## config.mk

```make
export PLATFORM = sky130hd
export DESIGN_NAME = line_buffer_wr_ctrl_flat
export DESIGN_NICKNAME = d
export VERILOG_FILES = /design/src/rtl/line_buffer_wr_ctrl_pkg.sv /design/src/rtl/line_buffer_wr_ctrl_if.sv /design/src/rtl/line_buffer_wr_ctrl_arb.sv /design/src/rtl/line_buffer_wr_ctrl.sv /design/src/flat_wrapper.sv
export SDC_FILE = /design/constraint.sdc
export NUM_CORES = 1
export LEC_CHECK = 0
export ABC_AREA = 0
export ABC_CLOCK_PERIOD_IN_PS = 11200
export CAP_MARGIN = 0
export CORE_MARGIN = 2
export CORE_UTILIZATION = 35
export DETAILED_ROUTE_END_ITERATION = 8
export PLACE_DENSITY = 0.61
export SLEW_MARGIN = 0
export SYNTH_ARGS = -nofsm -noshare
export SYNTH_HDL_FRONTEND = slang
export SYNTH_SLANG_ARGS = --single-unit
```

## constraint.sdc

```tcl
create_clock -name pclk -period 11.2 [get_ports pclk]
set_clock_uncertainty 0.05 [all_clocks]
set_input_delay 1.68 -clock pclk [delete_from_list [all_inputs] [get_ports pclk]]
set_output_delay 1.68 -clock pclk [all_outputs]
set_load 0.01 [all_outputs]
```

## src/rtl/line_buffer_wr_ctrl_pkg.sv

```systemverilog
// Shared types and defaults for the line buffer write-side sequencer.
package line_buffer_pkg;

  localparam int NCH_DEF = 16;
  localparam int DW_DEF  = 32;
  localparam int AW_DEF  = 32;
  localparam int DEPTH_W = 16;

  // Sequencer state, also exported on the debug port.
  typedef enum logic [1:0] {
    ST_IDLE = 2'd0,
    ST_ARB  = 2'd1,
    ST_WR   = 2'd2
  } lb_state_e;

endpackage

```

## src/rtl/line_buffer_wr_ctrl_if.sv

```systemverilog
// RAM write port of the line buffer.
// Handshake: the master raises ram_wr_en and holds ram_wr_addr/ram_wr_data
// stable; the write is accepted on a rising pclk edge where ram_wr_en and
// ram_wr_rdy are both 1. ram_wr_rdy may depend on nothing but the RAM side.
interface line_buffer_wr_ctrl_if #(
  parameter int DW = 32,
  parameter int AW = 32
) ();

  logic          ram_wr_en;
  logic [AW-1:0] ram_wr_addr;
  logic [DW-1:0] ram_wr_data;
  logic          ram_wr_rdy;

  modport master (
    output ram_wr_en,
    output ram_wr_addr,
    output ram_wr_data,
    input  ram_wr_rdy
  );

  modport slave (
    input  ram_wr_en,
    input  ram_wr_addr,
    input  ram_wr_data,
    output ram_wr_rdy
  );

endinterface

```

## src/rtl/line_buffer_wr_ctrl_arb.sv

```systemverilog
// Round-robin priority picker: first eligible channel above last_grant,
// wrapping modulo NCH. Purely combinational; the caller owns last_grant.
module lb_rr_arb #(
  parameter int NCH = 16,
  parameter int IW  = $clog2(NCH)
) (
  input  logic [NCH-1:0] elig,
  input  logic [IW-1:0]  last_grant,
  output logic [NCH-1:0] gnt,
  output logic [IW-1:0]  idx,
  output logic           valid
);

  logic [IW-1:0] cand;

  // Scan from the farthest candidate down so the nearest one wins last.
  always_comb begin
    gnt   = '0;
    idx   = '0;
    valid = 1'b0;
    cand  = '0;
    for (int k = NCH; k >= 1; k--) begin
      cand = IW'((int'(last_grant) + k) % NCH);
      if (elig[cand]) begin
        idx   = cand;
        valid = 1'b1;
      end
    end
    if (valid) gnt[idx] = 1'b1;
  end

endmodule

```

## src/rtl/line_buffer_wr_ctrl.sv

```systemverilog
// Write-side sequencer for the line buffer RAM: round-robin shares one RAM
// write port between NCH channels and generates per-channel line addresses.
// Optional overflow flagging is built when LINE_BUFFER_WR_CTRL_OVF_CHK_EN
// is defined; otherwise ovf_err is tied low and pointers wrap silently.
module line_buffer_wr_ctrl
  import line_buffer_pkg::*;
#(
  parameter int NCH = NCH_DEF,
  parameter int DW  = DW_DEF,
  parameter int AW  = AW_DEF
) (
  input  logic                 pclk,
  input  logic                 presetn,
  input  logic                 cfg_input_enable,
  input  logic                 cfg_fe_offset_lock,
  input  logic [DEPTH_W-1:0]   cfg_real_depth,
  input  logic [AW-1:0]        cfg_ram_base,
  input  logic [AW-1:0]        cfg_ram_base_offset,
  input  logic [NCH-1:0]       cfg_actived_chnl,
  input  logic [NCH-1:0]       ch_req,
  input  logic [NCH-1:0]       ch_last,
  input  logic [NCH*DW-1:0]    ch_data,
  output logic [NCH-1:0]       ch_gnt,
  line_buffer_wr_ctrl_if.master wr,
  output logic [NCH-1:0]       line_done,
  output logic [NCH-1:0]       ovf_err,
  output logic                 busy,
  output lb_state_e            dbg_state
);

  localparam int IW = $clog2(NCH);

  lb_state_e          state_q, state_d;
  logic [IW-1:0]      last_grant_q, idx_q;
  logic [DW-1:0]      data_q;
  logic               last_q;
  logic [AW-1:0]      addr_q;
  logic [NCH-1:0]     gnt_q, done_q;
  logic               busy_q;
  logic [AW-1:0]      sh_base_q, sh_off_q;
  logic [DEPTH_W-1:0] ptr_q [NCH];

  logic [NCH-1:0]     elig, arb_gnt;
  logic [IW-1:0]      arb_idx;
  logic               arb_valid;
  logic               pick, accept, line_end;
  logic [DEPTH_W-1:0] depth_m1, cur_ptr, pick_ptr;
  logic [AW-1:0]      pick_addr;

  assign elig = ch_req & cfg_actived_chnl;

  lb_rr_arb #(.NCH(NCH), .IW(IW)) u_arb (
    .elig       (elig),
    .last_grant (last_grant_q),
    .gnt        (arb_gnt),
    .idx        (arb_idx),
    .valid      (arb_valid)
  );

  // Depth 0 encodes 65536, which the 16-bit subtraction gives for free.
  assign depth_m1  = cfg_real_depth - DEPTH_W'(1);
  assign pick      = (state_q == ST_ARB) && cfg_input_enable && arb_valid;
  assign accept    = (state_q == ST_WR) && wr.ram_wr_rdy;
  assign cur_ptr   = ptr_q[idx_q];
  assign line_end  = last_q || (cur_ptr == depth_m1);
  assign pick_ptr  = ptr_q[arb_idx];
  // Stride multiply is truncated to AW bits; the sum wraps modulo 2^AW.
  assign pick_addr = sh_base_q + AW'(sh_off_q * AW'(arb_idx)) + AW'(pick_ptr);

  // State register.
  always_ff @(posedge pclk or negedge presetn) begin
    if (!presetn) state_q <= ST_IDLE;
    else          state_q <= state_d;
  end

  // Next-state decode; a write in progress always completes before disable.
  always_comb begin
    state_d = state_q;
    case (state_q)
      ST_IDLE: if (cfg_input_enable) state_d = ST_ARB;
      ST_ARB: begin
        if (!cfg_input_enable) state_d = ST_IDLE;
        else if (arb_valid)    state_d = ST_WR;
      end
      ST_WR:   if (wr.ram_wr_rdy) state_d = ST_ARB;
      default: state_d = ST_IDLE;
    endcase
  end

  // Captured word, grant/done pulses, shadow config and round-robin pointer.
  always_ff @(posedge pclk or negedge presetn) begin
    if (!presetn) begin
      last_grant_q <= IW'(NCH - 1);
      idx_q        <= '0;
      data_q       <= '0;
      last_q       <= 1'b0;
      addr_q       <= '0;
      gnt_q        <= '0;
      done_q       <= '0;
      busy_q       <= 1'b0;
      sh_base_q    <= '0;
      sh_off_q     <= '0;
    end else begin
      gnt_q  <= '0;
      done_q <= '0;
      busy_q <= (state_d != ST_IDLE);
      if ((state_q == ST_IDLE) && !cfg_fe_offset_lock) begin
        sh_base_q <= cfg_ram_base;
        sh_off_q  <= cfg_ram_base_offset;
      end
      if (pick) begin
        idx_q  <= arb_idx;
        data_q <= ch_data[arb_idx*DW +: DW];
        last_q <= ch_last[arb_idx];
        addr_q <= pick_addr;
        gnt_q  <= arb_gnt;
      end
      if (accept) begin
        last_grant_q <= idx_q;
        if (line_end) done_q[idx_q] <= 1'b1;
      end
    end
  end

  // Per-channel line pointers: held at zero while idle, advanced on accept.
  always_ff @(posedge pclk or negedge presetn) begin
    if (!presetn) begin
      for (int i = 0; i < NCH; i++) ptr_q[i] <= '0;
    end else if (state_q == ST_IDLE) begin
      for (int i = 0; i < NCH; i++) ptr_q[i] <= '0;
    end else if (accept) begin
      ptr_q[idx_q] <= line_end ? '0 : cur_ptr + DEPTH_W'(1);
    end
  end

`ifdef LINE_BUFFER_WR_CTRL_OVF_CHK_EN
  logic [NCH-1:0] ovf_q;

  // Sticky overflow: line filled to depth without a last flag.
  always_ff @(posedge pclk or negedge presetn) begin
    if (!presetn) begin
      ovf_q <= '0;
    end else if ((state_q == ST_ARB) && !cfg_input_enable) begin
      ovf_q <= '0;
    end else if (accept && !last_q && (cur_ptr == depth_m1)) begin
      ovf_q[idx_q] <= 1'b1;
    end
  end

  assign ovf_err = ovf_q;
`else
  assign ovf_err = '0;
`endif

  assign ch_gnt         = gnt_q;
  assign wr.ram_wr_en   = (state_q == ST_WR);
  assign wr.ram_wr_addr = addr_q;
  assign wr.ram_wr_data = data_q;
  assign line_done      = done_q;
  assign busy           = busy_q;
  assign dbg_state      = state_q;

endmodule

```

## src/flat_wrapper.sv

```systemverilog
// flat-port wrapper written by rule: the top's interface ports become plain ports
module line_buffer_wr_ctrl_flat import line_buffer_pkg::*;
#(
  parameter int NCH = NCH_DEF,
  parameter int DW  = DW_DEF,
  parameter int AW  = AW_DEF
)
  (pclk, presetn, cfg_input_enable, cfg_fe_offset_lock, cfg_real_depth, cfg_ram_base, cfg_ram_base_offset, cfg_actived_chnl, ch_req, ch_last, ch_data, ch_gnt, line_done, ovf_err, busy, dbg_state, wr_ram_wr_en, wr_ram_wr_addr, wr_ram_wr_data, wr_ram_wr_rdy);
  line_buffer_wr_ctrl_if #(.DW(DW), .AW(AW)) wr_i ();
  input  logic pclk;
  input  logic presetn;
  input  logic cfg_input_enable;
  input  logic cfg_fe_offset_lock;
  input  logic [DEPTH_W-1:0] cfg_real_depth;
  input  logic [AW-1:0] cfg_ram_base;
  input  logic [AW-1:0] cfg_ram_base_offset;
  input  logic [NCH-1:0] cfg_actived_chnl;
  input  logic [NCH-1:0] ch_req;
  input  logic [NCH-1:0] ch_last;
  input  logic [NCH*DW-1:0] ch_data;
  output logic [NCH-1:0] ch_gnt;
  output logic [NCH-1:0] line_done;
  output logic [NCH-1:0] ovf_err;
  output logic busy;
  output lb_state_e dbg_state;
  output wire logic [$bits(wr_i.ram_wr_en)-1:0] wr_ram_wr_en;
  output wire logic [$bits(wr_i.ram_wr_addr)-1:0] wr_ram_wr_addr;
  output wire logic [$bits(wr_i.ram_wr_data)-1:0] wr_ram_wr_data;
  input wire logic [$bits(wr_i.ram_wr_rdy)-1:0] wr_ram_wr_rdy;
  assign wr_ram_wr_en = wr_i.ram_wr_en;
  assign wr_ram_wr_addr = wr_i.ram_wr_addr;
  assign wr_ram_wr_data = wr_i.ram_wr_data;
  assign wr_i.ram_wr_rdy = wr_ram_wr_rdy;
  line_buffer_wr_ctrl #(.NCH(NCH), .DW(DW), .AW(AW)) u_core (.pclk(pclk), .presetn(presetn), .cfg_input_enable(cfg_input_enable), .cfg_fe_offset_lock(cfg_fe_offset_lock), .cfg_real_depth(cfg_real_depth), .cfg_ram_base(cfg_ram_base), .cfg_ram_base_offset(cfg_ram_base_offset), .cfg_actived_chnl(cfg_actived_chnl), .ch_req(ch_req), .ch_last(ch_last), .ch_data(ch_data), .ch_gnt(ch_gnt), .wr(wr_i), .line_done(line_done), .ovf_err(ovf_err), .busy(busy), .dbg_state(dbg_state));
endmodule
```

# Word-level counts from Yosys, hierarchy flattened

Index checks and enable logic that the tools add are counted.

Add/sub/neg operators: 20
Multiply operators: 1
$lt $le $gt $ge: 23
Equal/unequal tests: 3
Shift operators: 1
Muxes and demuxes: 91
Bitwise operators: 3
Reductions and logical operators: 12

Operators by type and width:

| kind                  | count |
|---|---|
| $mux 256              | 2 |
| $shiftx 512x10->32    | 1 |
| $bwmux 256            | 1 |
| $mux 16               | 10 |
| $bmux 16 s4           | 2 |
| $lt 4x5->1 const B    | 18 |
| $bmux 1 s4            | 17 |
| $demux 16 s4          | 1 |
| $mux 4                | 16 |
| $mux 1                | 35 |
| $add 32x16->32        | 1 |
| $add 32x32->32        | 1 |
| $add 4x4->4 const B   | 8 |
| $mul 32x4->32         | 1 |
| $add 16x1->16 const B | 1 |
| $add 4x3->4 const B   | 4 |
| $and 16x16->16        | 1 |
| $eq 16x16->1          | 1 |
| $sub 16x1->16 const B | 1 |
| $ge 5x5->1 const B    | 2 |
| $not 4->5             | 2 |
| $add 4x1->4 const B   | 2 |
| $add 4x2->4 const B   | 2 |
| $demux 1 s4           | 2 |
| other kinds (11)      | 22 |

Register bits: 428
Input port bits: 645
Logic and storage cells: 181

# Depth between registers and ports, before layout

Gate-level depths: netlist of run 1.

Depth in word-level cells: 25
Depth in mapped cells: 40
Mapped depth without buffers: 35

# By module

From an unflattened synthesis of run 1, not the netlist that was laid out.

Cell total of the unflattened synthesis: 2643
Area, all modules: 31936.9 sq um

By module, submodules not included:

| module              | instances | cells an instance | area an instance (sq um) |
|---|---|---|---|
| line_buffer_wr_ctrl | 1         | 2377              | 29673.5 |
| lb_rr_arb           | 1         | 266               | 2263.4 |

# Least setup slack after synthesis of run 1

No wires, ideal clock.

Kind: input-to-reg
Start: input ch_req[15]
End: register u_core.addr_q[27], in the netlist u_core.wr.ram_wr_addr[27]
Setup time: 0.133 ns
Arrival: 8.488 ns
Slack: 2.529 ns
Cell stages on the path: 33
Path buffers: 3
Path through: nand2_1 > o21ai_0 > mux4_2 > mux2i_2 > o311a_1 > o21ai_0 > a22oi_1 > a21o_1 > buf_2 > buf_2 > buf_2 > nand2_1 > a311oi_1 > nor3b_2 > fa_1 > inv_1 > fa_1 > inv_1 > fa_1 > inv_1 > ha_1 > nor2_1 > nor2_1 > a2111oi_0 > o21bai_1 > a2111oi_0 > o21ai_0 > a31oi_1 > o21ai_0 > a21oi_1 > o21bai_1 > xnor2_1 > o21ai_0

Cells in the longest elaborated chain, start to end: 24
Elaborated cells between the ends (all ways): 73
Classes of those cells: 2 x add/sub; 1 x mul; 67 x mux; 2 x bitwise; 1 x reduce/logical

Ends and longest elaborated chain:

| what                                                                | line                       | text |
|---|---|---|
| start, declared                                                     | flat_wrapper.sv:18         | `input logic [NCH-1:0] ch_req;` |
| $and 16x16->16 *                                                    | line_buffer_wr_ctrl.sv:50  | `assign elig = ch_req & cfg_actived_chnl;` |
| parallel branches: the longest is 23 deep, another holds $bmux 1 s4 | --                         |  |
| end signal, assigned                                                | line_buffer_wr_ctrl.sv:115 | `addr_q <= pick_addr;` |
| end, declared                                                       | line_buffer_wr_ctrl.sv:37  | `logic [AW-1:0] addr_q;` |

Every way passes the cells marked *. The select of a mux whose other input is x is not followed.
A chain may end at the register's enable or synchronous reset.

# Worst setup path after layout of run 1

Start: input ch_req[11]
End: register u_core.addr_q[27], in the netlist u_core.wr.ram_wr_addr[27]

The elaborated chain is that of the path after synthesis.

==> results of run 1 <==
-- layout by cell type (no fill, tap or decap), types with 35 or more instances in the layout --
cell type        netlist  routed
mux2i_1              132     132
a21oi_1              198     197
fa_1                 102     102
a22o_1               240     240
nand2_1              772     770
xnor2_1               49      49
buf_4                 30      64
a22oi_1               37      37
clkdlybuf4s50_1        0     743
nor2_1               106      88
clkbuf_16              0      50
and2_1               106     106
mux4_2               104     104
mux2_2                58      58
ha_1                  57      57
nor4_1                36      35
a31oi_1              141     140
o21ai_0              102     102
dfrtp_1              424     422
nand3_1               77      74
inv_1                183     183
-- sequential cells by signal, indices dropped and copies added, names as in the netlist --
register and cells:
u_core.dbg_state 2, u_core.line_done 16, u_core.idx_q 4, u_core.wr.ram_wr_data 32, u_core.sh_off_q 32, u_core.ptr_q 256, u_core.sh_base_q 32, u_core.ch_gnt 16
u_core.last_q 1, u_core.wr.ram_wr_addr 32, u_core.busy 1, u_core.last_grant_q 4
-- metrics by stage --
step                      instance area, µm²  utilization, %
after CTS                              42700            45.9
after detailed placement               41000            44.0
after global routing                   42800            46.0
after global placement                 41000            44.0
final                                  42800            46.0
after floorplan                        32800               -
-- routing by layer --
| metal | global-route usage (%) | wire [µm] | share of wire, % |
|---|---|---|---|
| met2 | 48.6 | 69700 | 44 |
| met1 | 42.2 | 62900 | 39 |
| met5 | 0 | 184 | 0.11 |
| met3 | 10.2 | 18100 | 11 |
| met4 | 17.7 | 9160 | 5.7 |
-- critical path, delay by kind of cell --
| kind | cells | cell delay (ps) |
|---|---|---|
| AOI/OAI and AO/OA | 16 | 4820 |
| adders and majority gates | 4 | 1840 |
| xor gates and xnor gates | 1 | 130 |
| buffers and inverters | 5 | 650 |
| and+or+nand+nor | 4 | 540 |
| muxes | 2 | 1100 |
-- worst min path at each step --
stage / start / to / slack, ps / cells after the start
global route: u_core.wr.ram_wr_addr[0] / u_core.wr.ram_wr_addr[0] / 460 / 2
detailed placement: u_core.wr.ram_wr_addr[1] / u_core.wr.ram_wr_addr[1] / 410 / 2
floorplan: u_core.ptr_q[209] / u_core.ptr_q[209] / 420 / 2
finish: u_core.wr.ram_wr_addr[0] / u_core.wr.ram_wr_addr[0] / 420 / 2
CTS: u_core.wr.ram_wr_addr[0] / u_core.wr.ram_wr_addr[0] / 430 / 2
global placement: u_core.wr.ram_wr_addr[0] / u_core.wr.ram_wr_addr[0] / 410 / 2
-- kinds of logic after synthesis --
family / count (synthesis)
XOR/XNOR: 80
buffers and inverters: 497
multiplexers: 301
AO/OA/AOI/OAI: 888
other: 1
AND/OR/NAND/NOR: 1241
adder cells (fa/ha/maj): 159
flip-flops: 428
-- cell type report --
| class | count | area, µm² | share of cell area, % |
|---|---|---|---|
| diodes | 28 | 70.1 | 0.164 |
| clock buffers | 72 | 1400 | 3.28 |
| clock inverters | 21 | 380 | 0.888 |
| inverters | 188 | 706 | 1.65 |
| multi-input cells | 2685 | 20000 | 46.6 |
| flip-flops and latches | 428 | 10700 | 25.0 |
| well taps | 1254 | 1570 | 3.66 |
| repair buffers | 812 | 8010 | 18.7 |
==> metrics.txt, run 1 <==
Synth Instances=3595; worst setup margin=831 ps; root buffer cell=clkbuf_16; headroom to the max-slew limit=15.4%; Data arrival, critical path=10770 ps; Clk pin slew, worst setup/hold paths=60 ps; DP Worst Slack=252 ps; number of buffers added on ports=744; slowest CP cell=a21o_4; FILL cells=8956; Critical Path End Type=flip-flop; routability cong.=1.05; Post-Synth XOR/XNOR Area=2.31%; Vias/cell=5.85; FP Rows=112; drt initial violations=3873; YS warnings=0; Worst R2R Path Depth=33; first-pass GRT wire length=226000 µm; Max-cap violations=0; largest net degree at the start of global routing=132; final WL=160000 µm; Post-Layout Cell Count=5488; multiplexer share of the synthesized area=13.5%; RSZ-0062 raised after global routing=no; cell taking the most area after synthesis=dfrtp_1; most used cell along the critical path=o21ai_0; DIE AREA=96100 µm²; cts bufs inserted=50; Netlist Area Pre-Place=32800 µm²; origin of the critical flop-to-flop path=u_core.last_grant_q[1]; CTS tree=built; DR vias=32131; worst-path fanout max=65; Critical Path Start Type=primary input; io pins=761; area delta synth->final=30.6%; Post-CTS Setup Bufs=0; Async SR Flop Fraction=100%; critical path capture point=u_core.wr.ram_wr_addr[27]; CP max stage delay=710 ps; Max Fclk=96.4 MHz; Final #Nets=4969; worst slew pin tran=1270 ps; Pins Over Slew Limit=0; CTS sink count=428; Post-Synth Simple-Gate Area=16.9%; setup TNS=0 ps; drt first pass iters=6; count of cell types in the netlist=88; sequential area share after synthesis=32.7%; Initial Util=35.2%; PostCTS Resize Cnt=0; DIE WIDTH=310 µm; most common cell in the synthesized netlist=nand2_1; drt drc=0; CP required=11600 ps; Clock Latency Late Sink=620 ps; placed cells=5367; fin crit share=92.6%; r2r endpoint=u_core.wr.ram_wr_addr[27]; drt wl/cell=29.2 µm; outcome=finished, final reports clean; r2r setup slk=840 ps; hold_buf cts=0; largest cells by area after synthesis=dfrtp_1 (32%), nand2_1 (8.8%), mux4_2 (7.1%), a22o_1 (6.4%), fa_1 (6.2%); largest family of logic cells by synthesized area=compound AO/OA/AOI/OAI gates; core area=93000 µm²; setup violators final=0; critical path class=in2reg; vias in the first global route=30781; FF+latch count, synth=428; die height=310 µm; gr usage total=32.6%; GRT overflow=0; Antenna Nets Post-Route=0; worst hold margin=424 ps; Post-synth top flop=dfrtp_1; post-synth top area share=32.4%; initial antenna violation count=57; EDFF count, synth=0; H-tree levels=2; final hold vios=0; CP Launch Point=ch_req[11]; layout cells sized above 1=9.49%; compound-cell area share of the yosys netlist=19.0%; Hold Path Class=reg2reg; Clock Path Buffers=3; Commonest cells post-synth=nand2_1 (772), dfrtp_1 (424), a22o_1 (240), a21oi_1 (198), inv_1 (183); mean post-synth cell area=9.12 µm²; post-DP HPWL=120000 µm; post-layout min period=10370 ps; post-synthesis adder-cell area fraction=8.40%
Power of run 1 is left out: the tool's default activity adds up to more than one toggle a clock period on the data nets, which glitch-free logic cannot reach.
==> inputs of run 2 (changes only) <==
--- a/config.mk
+++ b/config.mk
@@ -10,6 +10,7 @@
 export CAP_MARGIN = 0
 export CORE_MARGIN = 2
 export CORE_UTILIZATION = 35
+export CTS_BUF_LIST = sky130_fd_sc_hd__clkbuf_2
 export DETAILED_ROUTE_END_ITERATION = 8
 export PLACE_DENSITY = 0.61
 export SLEW_MARGIN = 0
==> constraint.sdc (replaced) <==
create_clock -name pclk -period 11.2 [get_ports pclk]
set_clock_uncertainty 0.05 [all_clocks]
set_input_delay 1.12 -clock pclk [delete_from_list [all_inputs] [get_ports pclk]]
set_output_delay 1.12 -clock pclk [all_outputs]
set_load 0.01 [all_outputs]
==> run 2 against run 1 <==
Compared with the run above:
- non-clock buffer count is 7 higher
- critical path depth up 2
- worst hold slack better by 4.3 ps
- sequential share of layout area increased by 0.39 points
- register-to-register slack improved by 400 ps
- the flow now finishes with violations (capacitance limit, slew limit)
- cell count grew 2.2%
- global-route usage rose by 1.3 points
- sequential cell count unchanged
- die area stayed put
==> metrics.txt, run 2 (synthesis results as in run 1) <==
worst slew pin tran=1640 ps (+372 ps); initial antenna violation count=55 (-3.5%); outcome=complete, but fails checks; io pins=761 (unchanged); H-tree levels=3 (+1); Hold Path Class=in2reg; Pins Over Slew Limit=2 (+2); largest net degree at the start of global routing=156 (+18%); CTS tree=built; Data arrival, critical path=10950 ps (+180 ps); PostCTS Resize Cnt=0 (unchanged); root buffer cell=clkbuf_2; most used cell along the critical path=inv_1; GRT overflow=0 (unchanged); vias in the first global route=31830 (+3.4%); drt initial violations=3951 (+2.0%); critical path class=reg2reg; Clock Latency Late Sink=1320 ps (+700 ps); setup TNS=0 ps (unchanged); top layer in use=met5; Critical Path Start Type=flip-flop; first-pass GRT wire length=234000 µm (+3.4%); Initial Util=35.2% (unchanged); CP max stage delay=690 ps (-20 ps); headroom to the max-slew limit=-10.2% (-26 points); drt drc=0 (unchanged); Final #Nets=5041 (+1.4%); DIE WIDTH=310 µm (unchanged); die height=310 µm (unchanged); CTS sink count=428 (unchanged); number of buffers added on ports=744 (unchanged); worst setup margin=1240 ps (+410 ps); Metal-1 WL=64600 µm (+2.8%); fin crit share=88.9% (-3.7 points); slowest CP cell=mux4_2; DR WL met3=18800 µm (+3.7%); DR vias=32789 (+2.0%); violated checks=capacitance limit, slew limit; Max-cap violations=1 (+1); DIE AREA=96100 µm² (unchanged); Max Fclk=100 MHz (+4.1%); hold_buf cts=1 (+1); final hold vios=0 (unchanged); routability cong.=1.04 (-1.1%); DP Worst Slack=997 ps (+745 ps); Critical Path End Type=flip-flop; cts bufs inserted=115 (+130%); FP Rows=112 (unchanged); CP required=12190 ps (+590 ps); most frequent cells in the layout=nand2_1 (770), clkdlybuf4s50_1 (743), dfrtp_1 (422); Vias/cell=5.84 (-0.19%); setup violators final=0 (unchanged); max reg flops=256 (unchanged); drt wl/cell=29.7 µm (+1.7%); worst-path fanout max=26 (-60%); Clock Path Buffers=3 (unchanged); Biggest register=u_core.ptr_q; core area=93000 µm² (unchanged); met2 WL post-DR=72600 µm (+4.1%); post-DP HPWL=122000 µm (+1.5%); post-layout min period=9960 ps (-410 ps); drt first pass iters=9 (+3); gr usage total=33.9% (+1.3 points); Post-Layout Cell Count=5611 (+2.2%); final WL=166000 µm (+4.0%); Antenna Nets Post-Route=0 (unchanged); area delta synth->final=28.6%; most common cell after layout, fill and taps aside=nand2_1; layout cells sized above 1=11.8% (+2.3 points); Post-CTS Setup Bufs=0 (unchanged); RSZ-0062 raised after global routing=no; Clk pin slew, worst setup/hold paths=110 ps (+50 ps); placed cells=5373 (+0.11%)
run 2: cell count changes in the layout (fill, tap and decap cells not counted), moves of 2 or more:
cell and delta:
clkinv_2 -3, diode_2 +3, bufinv_16 -9, buf_4 +3, clkbuf_2 +173, clkbuf_8 -7, clkinv_1 +23, buf_12 +3
inv_6 +2, inv_16 -2, inv_8 +2, clkbuf_16 -50, clkbuf_1 -15
run 2: layer usage:
layer  vias up  GRT usage, %
met4        20          19.2
met1     16321          43.3
li1      14149             -
met3       401          10.9
met2      1898          50.6
met5         -             0
run 2: path summary, 6_finish.rpt:
kind,cells after the start,startpoint,slack (ps),endpoint
worst min-delay path,3,cfg_ram_base[6],430,u_core.sh_base_q[6]
worst min register to register,2,u_core.wr.ram_wr_addr[3],450,u_core.wr.ram_wr_addr[3]
max in group asynchronous,4,presetn,8250,u_core.idx_q[0]
worst max register to register,34,u_core.last_grant_q[0],1240,u_core.wr.ram_wr_addr[27]
min in group asynchronous,2,presetn,520,u_core.wr.ram_wr_addr[20]
worst max-delay path,34,u_core.last_grant_q[0],1240,u_core.wr.ram_wr_addr[27]
run 2: stage by stage:
step / instance area (µm²) / util, % / hold WS [ps]
floorplan: 32800 / - / 416
global placement: 41000 / 44.1 / 411
detailed placement: 41000 / 44.1 / 422
CTS: 42100 / 45.2 / 303
global route: 42100 / 45.3 / 368
finish: 42200 / 45.3 / 429
run 2: final cells by class:
class,count,area (µm²)
fillers,9140,50900
multi-input cells,2685,20000
flip-flops and latches,428,10700
repair buffers,819,8110
well taps,1254,1570
clock buffers,173,866
inverters,188,706
clock inverters,33,160
diodes,31,77.6
run 2: worst max-delay path: cells and delay by family, from the launching register on:
family                   cells  cell delay, ps
AO/OA/AOI/OAI               14            3500
XOR/XNOR                     2             830
adder cells (fa/ha/maj)      5            2110
buffers and inverters        7             990
flip-flops                   1             550
multiplexers                 4            1370
AND/OR/NAND/NOR              2             410
Power of run 2 is left out for the same reason.
